File: src/rtl/cv32e40x_pkg.sv
// Shared types for the WFI sleep sequencer.
//   wfi_seq_state_e : sequencer FSM encoding
//   WakeCntW        : width of the WAKE-phase cycle counter (covers WAKE_DLY up to 15)
//   DrainCntW       : width of the DRAIN timeout counter (covers DRAIN_MAX up to 255)
package cv32e40x_pkg;

  localparam int unsigned WakeCntW  = 4;
  localparam int unsigned DrainCntW = 8;

  typedef enum logic [2:0] {
    WfiOff   = 3'd0,
    WfiRun   = 3'd1,
    WfiDrain = 3'd2,
    WfiSleep = 3'd3,
    WfiWake  = 3'd4
  } wfi_seq_state_e;

endpackage

File: src/rtl/cv32e40x_sat_counter.sv
// Saturating up-counter with synchronous clear.
//   clk   : clock
//   rst_n : asynchronous active-low reset, counter to 0
//   clr   : synchronous clear; wins over inc
//   inc   : add one, holding at all-ones
//   cnt   : current count
module cv32e40x_sat_counter #(
  parameter int unsigned WIDTH = 32
) (
  input  logic             clk,
  input  logic             rst_n,
  input  logic             clr,
  input  logic             inc,
  output logic [WIDTH-1:0] cnt
);

  logic [WIDTH-1:0] cnt_q;

  always_ff @(posedge clk or negedge rst_n) begin
    if (!rst_n) begin
      cnt_q <= '0;
    end else if (clr) begin
      cnt_q <= '0;
    end else if (inc && (cnt_q != '1)) begin
      cnt_q <= cnt_q + WIDTH'(1);
    end
  end

  assign cnt = cnt_q;

endmodule

File: src/rtl/cv32e40x_wfi_sequencer.sv
// WFI sleep sequencer: drains outstanding bus traffic, stops the core clock while
// asleep and restarts it on an interrupt or debug request.
//   clk_ungated_i  : free-running clock
//   rst_n          : asynchronous active-low reset
//   fetch_enable_i : fetch enable, sticky once sampled high
//   wfi_req_i      : WFI retiring, held until wfi_ack_o
//   wfi_ack_o      : one-cycle pulse completing the WFI
//   irq_wu_i       : pending enabled interrupt (wake source)
//   debug_req_i    : debug request (wake source)
//   debug_mode_i   : core in debug mode, sleep forbidden
//   if_busy_i      : outstanding fetch transactions
//   lsu_busy_i     : outstanding data transactions
//   cnt_clr_i      : synchronous clear of sleep_cnt_o
//   clock_en_o     : enable for the external core clock gate
//   core_sleep_o   : core is asleep
//   halt_pipe_o    : stall fetch/issue
//   drain_err_o    : one-cycle pulse on drain timeout
//   sleep_cnt_o    : cycles spent asleep (saturating)
module cv32e40x_wfi_sequencer
  import cv32e40x_pkg::*;
#(
  parameter int unsigned WAKE_DLY  = 2,
  parameter int unsigned DRAIN_MAX = 64,
  parameter int unsigned CNT_W     = 32
) (
  input  logic             clk_ungated_i,
  input  logic             rst_n,
  input  logic             fetch_enable_i,
  input  logic             wfi_req_i,
  output logic             wfi_ack_o,
  input  logic             irq_wu_i,
  input  logic             debug_req_i,
  input  logic             debug_mode_i,
  input  logic             if_busy_i,
  input  logic             lsu_busy_i,
  input  logic             cnt_clr_i,
  output logic             clock_en_o,
  output logic             core_sleep_o,
  output logic             halt_pipe_o,
  output logic             drain_err_o,
  output logic [CNT_W-1:0] sleep_cnt_o
);

  // WAKE lasts at least one cycle even when WAKE_DLY is 0.
  localparam logic [WakeCntW-1:0]  WakeLast  =
      (WAKE_DLY > 1) ? WakeCntW'(WAKE_DLY - 1) : '0;
  localparam logic [DrainCntW-1:0] DrainLast = DrainCntW'(DRAIN_MAX - 1);

  wfi_seq_state_e       state_q, state_d;
  logic                 fetch_en_q;
  logic [DrainCntW-1:0] drain_cnt_q;
  logic [WakeCntW-1:0]  wake_cnt_q;
  logic                 wake;

  assign wake = irq_wu_i | debug_req_i;

  // Outputs decode the current state (plus wake in SLEEP/RUN) so that the ack in
  // RUN and the clock restart in SLEEP land in the same cycle as their cause.
  always_comb begin
    state_d      = state_q;
    wfi_ack_o    = 1'b0;
    drain_err_o  = 1'b0;
    clock_en_o   = 1'b0;
    core_sleep_o = 1'b0;
    halt_pipe_o  = 1'b1;
    unique case (state_q)
      WfiOff: begin
        if (fetch_enable_i || fetch_en_q) begin
          state_d = WfiRun;
        end
      end
      WfiRun: begin
        clock_en_o  = 1'b1;
        halt_pipe_o = 1'b0;
        if (wfi_req_i) begin
          if (wake || debug_mode_i) begin
            // Sleep pointless or forbidden: retire the WFI as a NOP.
            wfi_ack_o = 1'b1;
          end else begin
            state_d = WfiDrain;
          end
        end
      end
      WfiDrain: begin
        clock_en_o = 1'b1;
        if (wake) begin
          state_d = WfiWake;
        end else if (!if_busy_i && !lsu_busy_i) begin
          state_d = WfiSleep;
        end else if (drain_cnt_q == DrainLast) begin
          state_d     = WfiRun;
          drain_err_o = 1'b1;
          wfi_ack_o   = 1'b1;
        end
      end
      WfiSleep: begin
        core_sleep_o = 1'b1;
        clock_en_o   = wake;
        if (wake) begin
          state_d = WfiWake;
        end
      end
      WfiWake: begin
        clock_en_o = 1'b1;
        if (wake_cnt_q == WakeLast) begin
          state_d   = WfiRun;
          wfi_ack_o = 1'b1;
        end
      end
      default: begin
        state_d = WfiOff;
      end
    endcase
  end

  always_ff @(posedge clk_ungated_i or negedge rst_n) begin
    if (!rst_n) begin
      state_q     <= WfiOff;
      fetch_en_q  <= 1'b0;
      drain_cnt_q <= '0;
      wake_cnt_q  <= '0;
    end else begin
      state_q <= state_d;
      if (fetch_enable_i) begin
        fetch_en_q <= 1'b1;
      end
      // Counters sit at 0 outside their state, so each entry starts from 0.
      if (state_q != WfiDrain) begin
        drain_cnt_q <= '0;
      end else if (drain_cnt_q != '1) begin
        drain_cnt_q <= drain_cnt_q + DrainCntW'(1);
      end
      if (state_q != WfiWake) begin
        wake_cnt_q <= '0;
      end else if (wake_cnt_q != '1) begin
        wake_cnt_q <= wake_cnt_q + WakeCntW'(1);
      end
    end
  end

  cv32e40x_sat_counter #(
    .WIDTH (CNT_W)
  ) u_sleep_cnt (
    .clk   (clk_ungated_i),
    .rst_n (rst_n),
    .clr   (cnt_clr_i),
    .inc   (state_q == WfiSleep),
    .cnt   (sleep_cnt_o)
  );

endmodule

File: config.mk
export PLATFORM = sky130hd
export DESIGN_NAME = cv32e40x_wfi_sequencer
export DESIGN_NICKNAME = d
export VERILOG_FILES = /design/src/rtl/cv32e40x_pkg.sv /design/src/rtl/cv32e40x_sat_counter.sv /design/src/rtl/cv32e40x_wfi_sequencer.sv
export SDC_FILE = /design/constraint.sdc
export NUM_CORES = 1
export LEC_CHECK = 0
export BUFFER_PORTS_ARGS = -buffer_cell sky130_fd_sc_hd__buf_2
export CORE_MARGIN = 1.5
export CORE_UTILIZATION = 51
export DETAILED_ROUTE_END_ITERATION = 8
export PLACE_DENSITY_LB_ADDON = 0.15
export SLEW_MARGIN = 20
export SYNTH_ARGS = -nofsm -noshare
export SYNTH_HDL_FRONTEND = slang
export SYNTH_HIERARCHICAL = 1
export SYNTH_SLANG_ARGS = --single-unit
File: constraint.sdc
create_clock -name clk_ungated_i -period 2.2 [get_ports clk_ungated_i]
set_input_delay 0.11 -clock clk_ungated_i [delete_from_list [all_inputs] [get_ports clk_ungated_i]]
set_output_delay 0.11 -clock clk_ungated_i [all_outputs]
set_load 0.02 [all_outputs]
==> out/qor.txt <==
status - finished clean
# IOs - 47
Min Clock Period, post-route - 2.132 ns
Critical Path Sink - wfi_ack_o
switch share - 32.14%
HPWL Detailed - 4712 µm
first drt pass iteration count - 4
Gate power share - 29.2%
1st-iter DRT viols - 158
antenna-violating nets left - 0
FP Rows - 26
initial antenna violation count - 0
top cells by area, synth - dfrtp_1, nor2_1, xnor2_1, nand3_1, nand2_1
sequential area share after synthesis - 42.52%
ys flop type - dfrtp_1
DR vias/cell - 5.738
pwr/cell area - 637.7 nW/µm²
layout overhead on the synthesized area - 18.02%
worst-skew pair later-pin latency - 0.29 ns
CP Class - reg2out
Finished Layout Cells - 432
RD Place Congestion - 0.8596
hold crit path type - in2reg
post-CTS setup repair buffer count - 0
Clock Sink Count - 48
largest net degree at the start of global routing - 23
Die X - 77.43 µm
clk root buf - clkbuf_8
CP Launch Type - flip-flop
final net count - 375
TritonCTS buffer count - 5
worst setup margin - 0.06823 ns
WL per Instance - 14.55 µm
sequential share of power - 45.9%
Initial Utilization - 53.94%
Diodes inserted - 0
Sum Neg Setup Slack - 0 ns
CORE AREA - 5238 µm²
crit path launch - state_q[2]
Vias - 2479
area share of the largest cell type after synthesis - 42.52%
RR Startpoint - state_q[2]
f_max - 469.1 MHz
final WL - 6285 µm
Clock H-tree levels - 2
number of global-route vias before repair - 2315
Pleak - 0.001472 µW
Filler cells - 455
unrepaired setup endpoints after global routing - true
Clk pwr share - 24.9%
height of the chip - 77.43 µm
Ys Warns - 6
FF+latch count, synth - 48
synth unique cells - 55
clock-pin slew on the worst setup and hold paths - 0.08 ns
die area - 5995 µm²
fraction of layout cells with a size suffix above 1 - 25.97%
Worst EP required - 2.09 ns
Post-synth EDFFs - 0
Arr. time, crit path - 2.02 ns
crit end category - output pin
worst-path maximum fanout - 8
Async S/R FF share, synth - 100.0%
Tot Pwr - 2126 µW
syn_area_per_cell - 9.233 µm²
port bufs - 46
residual DRC count - 0
Internal Power - 1443 µW
Max-Cap Viols - 0
gr usage total - 22.24%
pre-CTS WS - 0.1164 ns
Final Hold Violating Endpoints - 0
Synth Cell Area - 2825 µm²
cell taking the most area after synthesis - dfrtp_1
grt ovf - 0
r2r worst-path depth - 7
CTS tree - yes
clock skew - 0.005312 ns
Cells after Synth - 306
maximum ir drop on the vdd rail - 0.3101 mV
Relative slew margins - 62.23%
Slew Limit Fails - 0
first-pass GRT wire length - 10850 µm
worst slew pin tran - 0.5623 ns
P_sw - 683.3 µW
Final Cycle Share - 96.90%
clock buffer depth - 2
FF-to-FF setup slack - 0.14 ns
placed insts - 423
Syn Nets - 320
final-report setup violation count - 0
reg2reg end - u_sleep_cnt/cnt[31]
[power by group through the flow]
stage | registers (µW) | logic, µW | clock network, µW
after floorplan | 985 | 432 | 0
after global placement | 988 | 607 | 0
after detailed placement | 993 | 620 | 0
after CTS | 976 | 625 | 548
after global routing | 984 | 684 | 579
final | 975 | 621 | 530
[worst min path at each step]
stage | cells past startpoint | start | to
global placement | 1 | rst_n | drain_cnt_q[2]
CTS | 2 | fetch_enable_i | fetch_en_q
floorplan | 0 | rst_n | drain_cnt_q[0]
finish | 2 | fetch_enable_i | fetch_en_q
detailed placement | 1 | rst_n | drain_cnt_q[2]
global route | 2 | fetch_enable_i | fetch_en_q
[kinds of logic after synthesis]
| kind of cell | synth area share, % |
|---|---|
| flip-flops | 42.52 |
| adder cells (fa/ha/maj) | 1.772 |
| buffers and inverters | 3.499 |
| AO/OA/AOI/OAI | 13.42 |
| AND/OR/NAND/NOR | 29.89 |
| XOR/XNOR | 5.270 |
| multiplexers | 3.631 |
[layer usage]
| metal | track usage [%] | wire (µm) | share of wire (%) | up-vias |
|---|---|---|---|---|
| met5 | 0 | 0 | 0 | - |
| met4 | 5.455 | 39 | 0.62 | 0 |
| met3 | 3.294 | 344 | 5.5 | 4 |
| met2 | 34.47 | 2830 | 45 | 76 |
| met1 | 32.66 | 3071 | 49 | 1183 |
| li1 | - | - | - | 1216 |
[layout by cell type (no fill, tap or decap), drive strengths merged, types with 7 or more instances in the layout]
cell     n
a211oi   7
a21oi   13
a31oi    8
and3    10
buf     60
clkbuf   8
dfrtp   48
inv      9
mux2     7
nand2   19
nand3   18
nand4    8
nor2    40
nor2b    7
nor3    10
nor4     9
o21ai   10
or3      7
xnor2   12
[cell type report]
| class | count | area, µm² | area share (%) |
|---|---|---|---|
| Multi-Input combinational cell | 236 | 1574 | 47.20 |
| Sequential cell | 48 | 1201 | 36.02 |
| Timing Repair Buffer | 61 | 347.8 | 10.43 |
| Clock buffer | 8 | 90.09 | 2.702 |
| Tap cell | 70 | 87.58 | 2.627 |
| Inverter | 9 | 33.78 | 1.013 |
[stage by stage]
step           hold slack, ns  area (µm²)  utilization [%]
2_1_floorplan         -0.1856        2861                -
3_3_place_gp          0.07287        3218            61.44
3_5_place_dp          0.07382        3218            61.44
4_1_cts               0.02328        3321            63.40
5_1_grt               0.03515        3334            63.66
6_report              0.02367        3334            63.66
[Yosys cell counts (9+ instances only)]
cell type / count
o21ai_0: 9
nor3_1: 10
nor2_1: 40
nand3_1: 17
nand2_1: 19
inv_1: 9
xnor2_1: 12
and3_1: 9
a21oi_1: 13
dfrtp_1: 48
[repair_timing]
| item | CTS | global route |
|---|---|---|
| hold buffers | 1 | 0 |
| gates cloned | 0 | 0 |
| setup endpoints to repair | 1 | 3 |
| pin swaps | 1 | 0 |
| gates resized for setup | 1 | 3 |
| hold endpoints to repair | 17 | 0 |
[critical path, cell delays in order, from the launching register on]
cell	delay, ns
dfrtp_1	0.38
buf_4	0.16
or3b_1	0.41
or3_4	0.38
nor4_4	0.14
nand2b_1	0.13
buf_4	0.13
[sequential cells by signal, summed over array words and instances (netlist names)]
register / cells
u_sleep_cnt/cnt: 32
drain_cnt_q: 8
fetch_en_q: 1
state_q: 3
wake_cnt_q: 4
(Power assumes the default switching activity.)
